[src/rtl/placement_pkg.sv]
// Strip geometry, region constants and FSM encoding shared by the placement controller.
package placement_pkg;

    localparam int NUM_STRIPS = 13;
    localparam int REGION_W   = 128;
    localparam logic [7:0] STRIKE_COORD = 8'd128;

    localparam logic [7:0] STRIP_YOFF [1:13] = '{
        8'd0,  8'd8,  8'd16, 8'd25, 8'd32, 8'd42, 8'd48,
        8'd59, 8'd64, 8'd76, 8'd80, 8'd96, 8'd112
    };

    localparam logic [4:0] STRIP_H [1:13] = '{
        5'd8,  5'd8,  5'd9,  5'd7,  5'd10, 5'd6,  5'd11,
        5'd5,  5'd12, 5'd4,  5'd16, 5'd16, 5'd16
    };

    typedef enum logic [1:0] {
        IDLE   = 2'd0,
        SEARCH = 2'd1,
        COMMIT = 2'd2,
        RESP   = 2'd3
    } state_t;

    // Range-safe lookups: ids outside 1..13 read as zero.
    function automatic logic [4:0] strip_h_of(input logic [3:0] id);
        strip_h_of = '0;
        for (int i = 1; i <= NUM_STRIPS; i++) begin
            if (id == 4'(i)) strip_h_of = STRIP_H[i];
        end
    endfunction

    function automatic logic [7:0] strip_yoff_of(input logic [3:0] id);
        strip_yoff_of = '0;
        for (int i = 1; i <= NUM_STRIPS; i++) begin
            if (id == 4'(i)) strip_yoff_of = STRIP_YOFF[i];
        end
    endfunction

endpackage

[src/rtl/strip_occupancy.sv]
// Per-strip occupied-width registers: one comb read port, one write port, sync clear-all.
// Zero latency on read; writes land on the next edge; no backpressure.
module strip_occupancy
    import placement_pkg::*;
#(
    parameter int NUM = NUM_STRIPS,
    parameter int AW  = 4
) (
    input  logic          clk,
    input  logic          rst_n,
    input  logic [AW-1:0] i_rd_addr,
    output logic [7:0]    o_rd_dat,
    input  logic          i_wr_en,
    input  logic [AW-1:0] i_wr_addr,
    input  logic [7:0]    i_wr_dat,
    input  logic          i_clr
);

    logic [7:0] r_occ [1:NUM];

    always_ff @(posedge clk or negedge rst_n) begin
        if (!rst_n) begin
            for (int i = 1; i <= NUM; i++) r_occ[i] <= '0;
        end else if (i_clr) begin
            for (int i = 1; i <= NUM; i++) r_occ[i] <= '0;
        end else if (i_wr_en) begin
            for (int i = 1; i <= NUM; i++) begin
                if (i_wr_addr == AW'(i)) r_occ[i] <= i_wr_dat;
            end
        end
    end

    always_comb begin
        o_rd_dat = '0;
        for (int i = 1; i <= NUM; i++) begin
            if (i_rd_addr == AW'(i)) o_rd_dat = r_occ[i];
        end
    end

endmodule

[src/rtl/placement_ctrl.sv]
// Best-fit strip placement: one request at a time, 15 cycles handshake-to-response.
// Accepts only in IDLE; result held stable in RESP until resp_ready_in.
module placement_ctrl #(
    parameter int NUM_STRIPS = placement_pkg::NUM_STRIPS,
    parameter int REGION_W   = placement_pkg::REGION_W
) (
    input  logic       clk,
    input  logic       rst_n,
    input  logic       req_valid_in,
    output logic       req_ready_out,
    input  logic [7:0] req_width_in,
    input  logic [4:0] req_height_in,
    input  logic       clear_in,
    output logic       resp_valid_out,
    input  logic       resp_ready_in,
    output logic [7:0] x_out,
    output logic [7:0] y_out,
    output logic       strike_flag_out,
    output logic [3:0] strike_count_out
);

    import placement_pkg::*;

    state_t     r_state;
    state_t     w_state_nxt;

    logic [7:0] r_req_w;
    logic [4:0] r_req_h;
    logic [3:0] r_k;
    logic [3:0] r_best_id;
    logic [4:0] r_best_h;
    logic [7:0] r_best_x;
    logic [7:0] r_x;
    logic [7:0] r_y;
    logic       r_strike;
    logic [3:0] r_strike_cnt;

    logic       w_idle;
    logic       w_search;
    logic       w_commit;
    logic       w_resp;
    logic       w_hs;
    logic       w_clr;
    logic       w_last;
    logic       w_legal;
    logic       w_fit;
    logic       w_better;
    logic       w_place;
    logic [7:0] w_occ_rd;
    logic [4:0] w_k_h;
    logic [8:0] w_sum;

    // State register
    always_ff @(posedge clk or negedge rst_n) begin
        if (!rst_n) r_state <= IDLE;
        else        r_state <= w_state_nxt;
    end

    // Next-state logic
    always_comb begin
        w_state_nxt = r_state;
        unique case (r_state)
            IDLE:    if (req_valid_in) w_state_nxt = SEARCH;
            SEARCH:  if (w_last)       w_state_nxt = COMMIT;
            COMMIT:                    w_state_nxt = RESP;
            RESP:    if (resp_ready_in) w_state_nxt = IDLE;
            default:                   w_state_nxt = IDLE;
        endcase
    end

    // State decode outputs
    always_comb begin
        w_idle   = 1'b0;
        w_search = 1'b0;
        w_commit = 1'b0;
        w_resp   = 1'b0;
        unique case (r_state)
            IDLE:    w_idle   = 1'b1;
            SEARCH:  w_search = 1'b1;
            COMMIT:  w_commit = 1'b1;
            RESP:    w_resp   = 1'b1;
            default: w_idle   = 1'b1;
        endcase
    end

    assign req_ready_out  = w_idle;
    assign resp_valid_out = w_resp;
    assign w_hs   = w_idle & req_valid_in;
    // A handshake in the same cycle swallows the clear.
    assign w_clr  = w_idle & clear_in & ~req_valid_in;
    assign w_last = (r_k == 4'(NUM_STRIPS));

    // Fit comparator for the strip currently addressed by r_k
    assign w_k_h   = strip_h_of(r_k);
    assign w_sum   = {1'b0, w_occ_rd} + {1'b0, r_req_w};
    assign w_legal = (r_req_w != 8'd0) && (r_req_w <= 8'(REGION_W)) &&
                     (r_req_h != 5'd0) && (r_req_h <= 5'd16);
    assign w_fit   = w_legal && (w_k_h >= r_req_h) && (w_sum <= 9'(REGION_W));
    // Strict less-than keeps the lower id on equal heights since k scans upward.
    assign w_better = w_fit && ((r_best_id == 4'd0) || (w_k_h < r_best_h));
    assign w_place  = (r_best_id != 4'd0);

    strip_occupancy #(
        .NUM (NUM_STRIPS),
        .AW  (4)
    ) u_occ (
        .clk       (clk),
        .rst_n     (rst_n),
        .i_rd_addr (r_k),
        .o_rd_dat  (w_occ_rd),
        .i_wr_en   (w_commit & w_place),
        .i_wr_addr (r_best_id),
        .i_wr_dat  (r_best_x + r_req_w),
        .i_clr     (w_clr)
    );

    // Request latch and candidate scan
    always_ff @(posedge clk or negedge rst_n) begin
        if (!rst_n) begin
            r_req_w   <= '0;
            r_req_h   <= '0;
            r_k       <= 4'd1;
            r_best_id <= '0;
            r_best_h  <= '0;
            r_best_x  <= '0;
        end else if (w_hs) begin
            r_req_w   <= req_width_in;
            r_req_h   <= req_height_in;
            r_k       <= 4'd1;
            r_best_id <= '0;
            r_best_h  <= '0;
            r_best_x  <= '0;
        end else if (w_search) begin
            if (w_better) begin
                r_best_id <= r_k;
                r_best_h  <= w_k_h;
                r_best_x  <= w_occ_rd;
            end
            if (!w_last) r_k <= r_k + 4'd1;
        end
    end

    // Result registers and strike counter
    always_ff @(posedge clk or negedge rst_n) begin
        if (!rst_n) begin
            r_x          <= '0;
            r_y          <= '0;
            r_strike     <= 1'b0;
            r_strike_cnt <= '0;
        end else if (w_commit) begin
            if (w_place) begin
                r_x      <= r_best_x;
                r_y      <= strip_yoff_of(r_best_id);
                r_strike <= 1'b0;
            end else begin
                r_x      <= 8'(REGION_W);
                r_y      <= 8'(REGION_W);
                r_strike <= 1'b1;
                if (r_strike_cnt != 4'hF) r_strike_cnt <= r_strike_cnt + 4'd1;
            end
        end else if (w_clr) begin
            r_strike_cnt <= '0;
        end
    end

    assign x_out            = r_x;
    assign y_out            = r_y;
    assign strike_flag_out  = r_strike;
    assign strike_count_out = r_strike_cnt;

endmodule

[config.mk]
export PLATFORM = sky130hd
export DESIGN_NAME = placement_ctrl
export DESIGN_NICKNAME = d
export VERILOG_FILES = /design/src/rtl/placement_pkg.sv /design/src/rtl/strip_occupancy.sv /design/src/rtl/placement_ctrl.sv
export SDC_FILE = /design/constraint.sdc
export NUM_CORES = 1
export LEC_CHECK = 0
export ABC_AREA = 1
export BUFFER_PORTS_ARGS = -buffer_cell sky130_fd_sc_hd__buf_2
export CELL_PAD_IN_SITES_DETAIL_PLACEMENT = 0
export CELL_PAD_IN_SITES_GLOBAL_PLACEMENT = 2
export CORE_UTILIZATION = 39
export CTS_BUF_LIST = sky130_fd_sc_hd__clkbuf_4 sky130_fd_sc_hd__clkbuf_8
export CTS_CLUSTER_DIAMETER = 50
export CTS_CLUSTER_SIZE = 28
export DETAILED_ROUTE_END_ITERATION = 8
export PLACE_DENSITY = 0.88
export SLEW_MARGIN = 20
export SYNTH_ARGS = -nofsm -noshare
export SYNTH_HDL_FRONTEND = slang
export SYNTH_HIERARCHICAL = 1
export SYNTH_SLANG_ARGS = --single-unit
[constraint.sdc]
create_clock -name clk -period 4.3 [get_ports clk]
set_input_delay 0.43 -clock clk [delete_from_list [all_inputs] [get_ports clk]]
set_output_delay 0.43 -clock clk [all_outputs]
set_load 0.02 [all_outputs]
==> flow_summary.ini, run 1 <==
[placement]
place_inst = 1347
dp_hpwl_mm = 17.0
dp_slack_ns = 0.492
gp_congestion = 0.861
port_buffers = 40
placed_cell_area_um2 = 9170

[pwr]
p_switching_mw = 3.39
power-per-cell-area_nw_per_um2 = 760
p_int_mw = 3.92
pwr-share-seq = 0.343
clkPwrFrac = 0.174
p_sw_frac = 0.464
comb_power_share = 0.483
leakage_nw = 4.81
power_mw = 7.31
vdd_drop_max_mv = 0.390

[clocking]
numCtsBuffers = 17
htree_levels = 4
postCtsSetupRepairBufs = 0
path_clk_slew_ns = 0.08
worstSkewPairLatency_ns = 0.46
cts_buffer_depth = 2
clock_sinks = 160
hold_buffers = 0
post_cts_resized = 0
cts_tree = yes
cts_root_buf = clkbuf_8

[global_route]
grt_antenna_before_repair = 0
grt_pass1_wl_mm = 37.6
grt_overflow = 0
track_usage = 0.221
grt_max_degree = 87
grt_pass1_vias = 6824

[sta]
rsz0062_at_grt = no
fin_skew_ns = 0.0123
drv_slew = 0
setup-violations-final = 0
worst_slew_pin_slew_ns = 1.07
fmax_ghz = 0.262
whs_ns = 0.0415
fin_ws_ns = 0.483
post-route-period-util = 0.888
min_period_ns = 3.82
hold_violations = 0
relSlewSlack = 0.287
fin_tns_setup_ns = 0

[synthesis]
synth_edf_count = 0
synth_warnings = 6
synth.distinct_cells = 45
syn_area_per_cell_um2 = 8.30
syn-num-nets = 1093
synth_top_flop_cell = dfrtp_1
yosys_register_bits = 160
syn_inst = 1042
synthArstFlopShare = 1.00
yosysSeqAreaShare = 0.463
syn-cell-area_um2 = 8650

[floorplan]
ios = 41
fp.dieH_um = 151
rows = 54
core_area_um2 = 21800
start_util = 0.398
die_x_um = 151
dieArea_um2 = 22800

[min_path]
hold_class = primary input to asynchronous set/reset pin

[finish]
drive_above_1_share = 0.151
most-common-layout-cells = nand2_1 (289), dfrtp_1 (159), inv_1 (121)
layout.cells.most_common = nand2_1
fin_nets = 1137
fin_cells = 1379
antennaDiodeCount = 0
fillers = 2229
fin_util = 0.443
final_area_um2 = 9630
area_delta_synth_final_pct = 11.3

[route]
wl_per_cell_um = 17.0
via_per_inst = 5.08
first_pass_iters = 5
drcViolationCount = 0
vias = 7006
drt_wl_total_mm = 23.5
ant_nets = 0
drtIter0Drc = 363

[worst_setup_path]
cp-end-kind = register
crit_arrival_ns = 4.20
critPathRequiredTime_ns = 4.69
critical_path_class = register to register
r2r_slack_ns = 0.48
timing.rr.end = r_best_h[3]
worstPathMaxFanout = 17
cp-start-kind = register
reg2reg_from = r_k[0]
r2r_cells = 27

[run]
cap_violations = 0

[status]
status = completed
[sequential cells by signal (all words and copies together) (netlist names)]
register,count
r_k,4
r_state,2
strike_count_out,4
r_req_h,5
u_occ/r_occ,104
r_req_w,8
x_out,8
r_best_id,4
r_best_x,8
y_out,8
r_best_h,5
[how the worst max path moves through the flow]
stage          startpoint          end  slack (ns)
2_1_floorplan      r_k[0]  r_best_x[1]        1.11
3_3_place_gp       r_k[0]  r_best_h[3]        0.45
3_5_place_dp       r_k[0]  r_best_h[3]        0.49
4_1_cts            r_k[0]  r_best_h[3]        0.46
5_1_grt            r_k[2]  r_best_x[7]        0.10
6_report           r_k[0]  r_best_h[3]        0.48
[worst max-delay path, stage by stage, from the launching register on]
cell     delay [ns]
dfstp_2        0.66
nand2_1        0.15
inv_2          0.19
nand2_1        0.12
inv_2          0.16
nand2_1        0.06
nand2_1        0.06
inv_1          0.05
nand4_1        0.08
nand2_1        0.07
nand4_1        0.08
nand2_1        0.06
nand2_1        0.10
ha_1           0.19
inv_1          0.06
fa_1           0.40
inv_1          0.09
nand4_1        0.13
nand3_1        0.10
nand2_1        0.06
nand2_1        0.08
nand3_1        0.08
nand2_1        0.06
inv_1          0.08
nor2_8         0.13
buf_4          0.24
nand4_1        0.12
nand2_1        0.09
[power groups by stage]
| stage | sequential, mW | clock (mW) | combinational, mW |
|---|---|---|---|
| after detailed placement | 2.54 | 0 | 3.54 |
| after CTS | 2.51 | 1.31 | 3.56 |
| after global routing | 2.58 | 1.36 | 4.01 |
| after global placement | 2.53 | 0 | 3.53 |
| after floorplan | 2.45 | 0 | 2.50 |
| final | 2.51 | 1.28 | 3.53 |
[cells by family after synthesis]
kind of cell | synth area share
AND/OR/NAND/NOR | 0.253
buffers and inverters | 0.0762
flip-flops | 0.463
AO/OA/AOI/OAI | 0.103
multiplexers | 0.0456
adder cells (fa/ha/maj) | 0.0495
XOR/XNOR | 0.0101
[layout make-up]
type	count	area [um2]	area share
multi-input cells	720	3990	0.415
inverters	133	499	0.0519
well taps	280	350	0.0364
repair buffers	54	324	0.0337
clock buffers	23	304	0.0316
flip-flops and latches	160	4010	0.416
clock inverters	9	154	0.0160
[synth_stat cells (all sizes together) (3+ instances only)]
cell      n  area [um2]
a22o      6        52.6
ha       31         388
or2       7        43.8
nand3    80         405
o31ai     7        52.6
o21ai   101         562
a21oi    24         128
nor2     63         298
nand4    36         225
xnor2     3        26.3
nand3b    4        30.0
a21o      3        22.5
inv     133         499
nand2   295        1130
nor3      6        50.1
dfrtp   159        3980
xor2      7        61.3
buf      22         134
clkbuf    7        26.3
mux2     35         394
[layer usage]
metal,GRT usage,part of all wire,up-vias
met4,0.0780,0.022,0
met5,0,0,-
met1,0.295,0.47,3376
met3,0.0337,0.030,30
met2,0.363,0.48,108
li1,-,-,3492
No activity file was read; power rests on OpenSTA's default activity.
==> inputs of run 2 (changes only) <==
--- a/config.mk
+++ b/config.mk
@@ -14,7 +14,7 @@
 export CTS_CLUSTER_DIAMETER = 50
 export CTS_CLUSTER_SIZE = 28
 export DETAILED_ROUTE_END_ITERATION = 8
-export PLACE_DENSITY = 0.88
+export PLACE_DENSITY_LB_ADDON = 0.1
 export SLEW_MARGIN = 20
 export SYNTH_ARGS = -nofsm -noshare
 export SYNTH_HDL_FRONTEND = slang
==> run 2 against run 1 <==
Net effect:
- clock skew increased by 0.0023 ns
- sequential power about the same
- critical path type unchanged
- critical path depth decreased by 7
- via count decreased by 0.87%
- combinational power about the same
- final area decreased by 0.70%
- global-route usage increased by 0.83 points
- core utilization decreased by 0.31 points
- first-iteration DRC count decreased by 8.8%
==> flow_summary.ini, run 2 (synthesis results as in run 1) <==
[sta]
setup-violations-final = 0
post-route-period-util = 0.877
fmax_ghz = 0.265
rsz0062_at_grt = no
min_period_ns = 3.77
hold_violations = 0
drv_slew = 0
fin_tns_setup_ns = 0
fin_skew_ns = 0.0146
relSlewSlack = 0.362
worst_slew_pin_slew_ns = 0.956

[min_path]
hold_class = primary input to asynchronous set/reset pin

[placement]
dp_hpwl_mm = 17.9
place_inst = 1348
port_buffers = 40
placed_cell_area_um2 = 9170
gp_congestion = 0.831

[floorplan]
dieArea_um2 = 22800
core_area_um2 = 21800
die_x_um = 151
fp.dieH_um = 151
ios = 41
rows = 54
start_util = 0.398

[clocking]
post_cts_resized = 0
cts_root_buf = clkbuf_8
numCtsBuffers = 17
postCtsSetupRepairBufs = 0
clock_sinks = 160
path_clk_slew_ns = 0.09
htree_levels = 4
cts_buffer_depth = 2
worstSkewPairLatency_ns = 0.46
hold_buffers = 0
cts_tree = yes

[finish]
area_delta_synth_final_pct = 10.5
regMostFlops = u_occ/r_occ
layout.cells.most_common = nand2_1
fin_nets = 1138
largest_register_ffs = 104
drive_above_1_share = 0.153
most-common-layout-cells = nand2_1 (289), dfrtp_1 (159), inv_1 (121)
fin_cells = 1380
antennaDiodeCount = 0
final_area_um2 = 9560
fin_util = 0.439

[worst_setup_path]
cp-startpoint = r_k[0]
timing.rr.end = r_best_x[2]
worstPathCellList = nor2_1, nand2_1, nor2_1, nor2_1, nand4_1, nand2_1, nand4_1, nand2_1, nand2_1, ha_1, a21oi_1, o21a_1, nand2_1, xor2_1, nand2_1, inv_1, nor2_8, buf_4, nand4_1, nand2_1
cp-end-kind = register
cpMostUsedCell = nand2_1
critPathRequiredTime_ns = 4.69
crit_buf_inv = 2
crit_family = simple AND/OR/NAND/NOR gates
r2r_cells = 20
cp-start-kind = register
cp_slowest_stage_delay_ns = 0.66
crit_cells = 20
worstPathMaxFanout = 10
crit_end = r_best_x[2]
r2r_slack_ns = 0.53
reg2reg_from = r_k[0]
critical_path_class = register to register
worst_path_max_delay_cell = dfstp_2
crit_arrival_ns = 4.16

[route]
drtIter0Drc = 331
first_pass_iters = 4
wl_per_cell_um = 17.8
drt_wl_total_mm = 24.5
ant_nets = 0
via_per_inst = 5.03
vias = 6945
drcViolationCount = 0

[global_route]
grt_antenna_before_repair = 0
grt_overflow = 0
grt_max_degree = 96
grt_pass1_vias = 6819
track_usage = 0.229
grt_pass1_wl_mm = 38.5

[pwr]
power-per-cell-area_nw_per_um2 = 752
leakage_nw = 4.78
vdd_drop_max_mv = 0.325
power_mw = 7.19

[status]
status = completed

[run]
cap_violations = 0
==> run 2: cell types whose count changed in the layout (fill, tap and decap cells not counted), sizes merged <==
| cell | before | now |
|---|---|---|
| clkinvlp | 2 | 3 |
| inv | 133 | 138 |
| clkbuf | 23 | 18 |
| buf | 54 | 55 |
| bufinv | 4 | 1 |
| clkinv | 3 | 5 |
==> run 2: power by group <==
part           total [mW]  leakage, nW  internal, mW  switching, mW
Sequential           2.53         2.07          2.09          0.440
Clock                1.10        0.188         0.482          0.615
Combinational        3.56         2.52          1.13           2.43
Total                7.19         4.78          3.70           3.48
==> run 2: routing by layer <==
layer,global-route usage,vias to the layer above,share of wire
met5,0,-,0
met4,0.0620,0,0.018
met3,0.0413,29,0.032
met2,0.388,110,0.49
met1,0.300,3316,0.46
li1,-,3490,-
==> run 2: worst min-delay path by stage <==
stage,slack (ns),endpoint
2_1_floorplan,0.13,r_best_h[0]
3_3_place_gp,0.46,y_out[1]
3_5_place_dp,0.47,u_occ/r_occ[21]
4_1_cts,0.1,u_occ/r_occ[103]
5_1_grt,0.12,u_occ/r_occ[87]
6_report,0.03,u_occ/r_occ[103]
==> run 2: layout make-up <==
cell class              count  area (um2)
clock buffers              18         248
repair buffers             55         332
clock inverters            14         131
fillers                  2294       12200
flip-flops and latches    160        4010
well taps                 280         350
multi-input cells         720        4000
inverters                 133         499
==> run 2: stage by stage <==
step | hold WS, ns | setup slack, ns
finish | 0.0327 | 0.527
global route | 0.120 | 0.0935
CTS | 0.0966 | 0.533
detailed placement | 0.469 | 0.556
global placement | 0.461 | 0.574
floorplan | 0.134 | 1.11
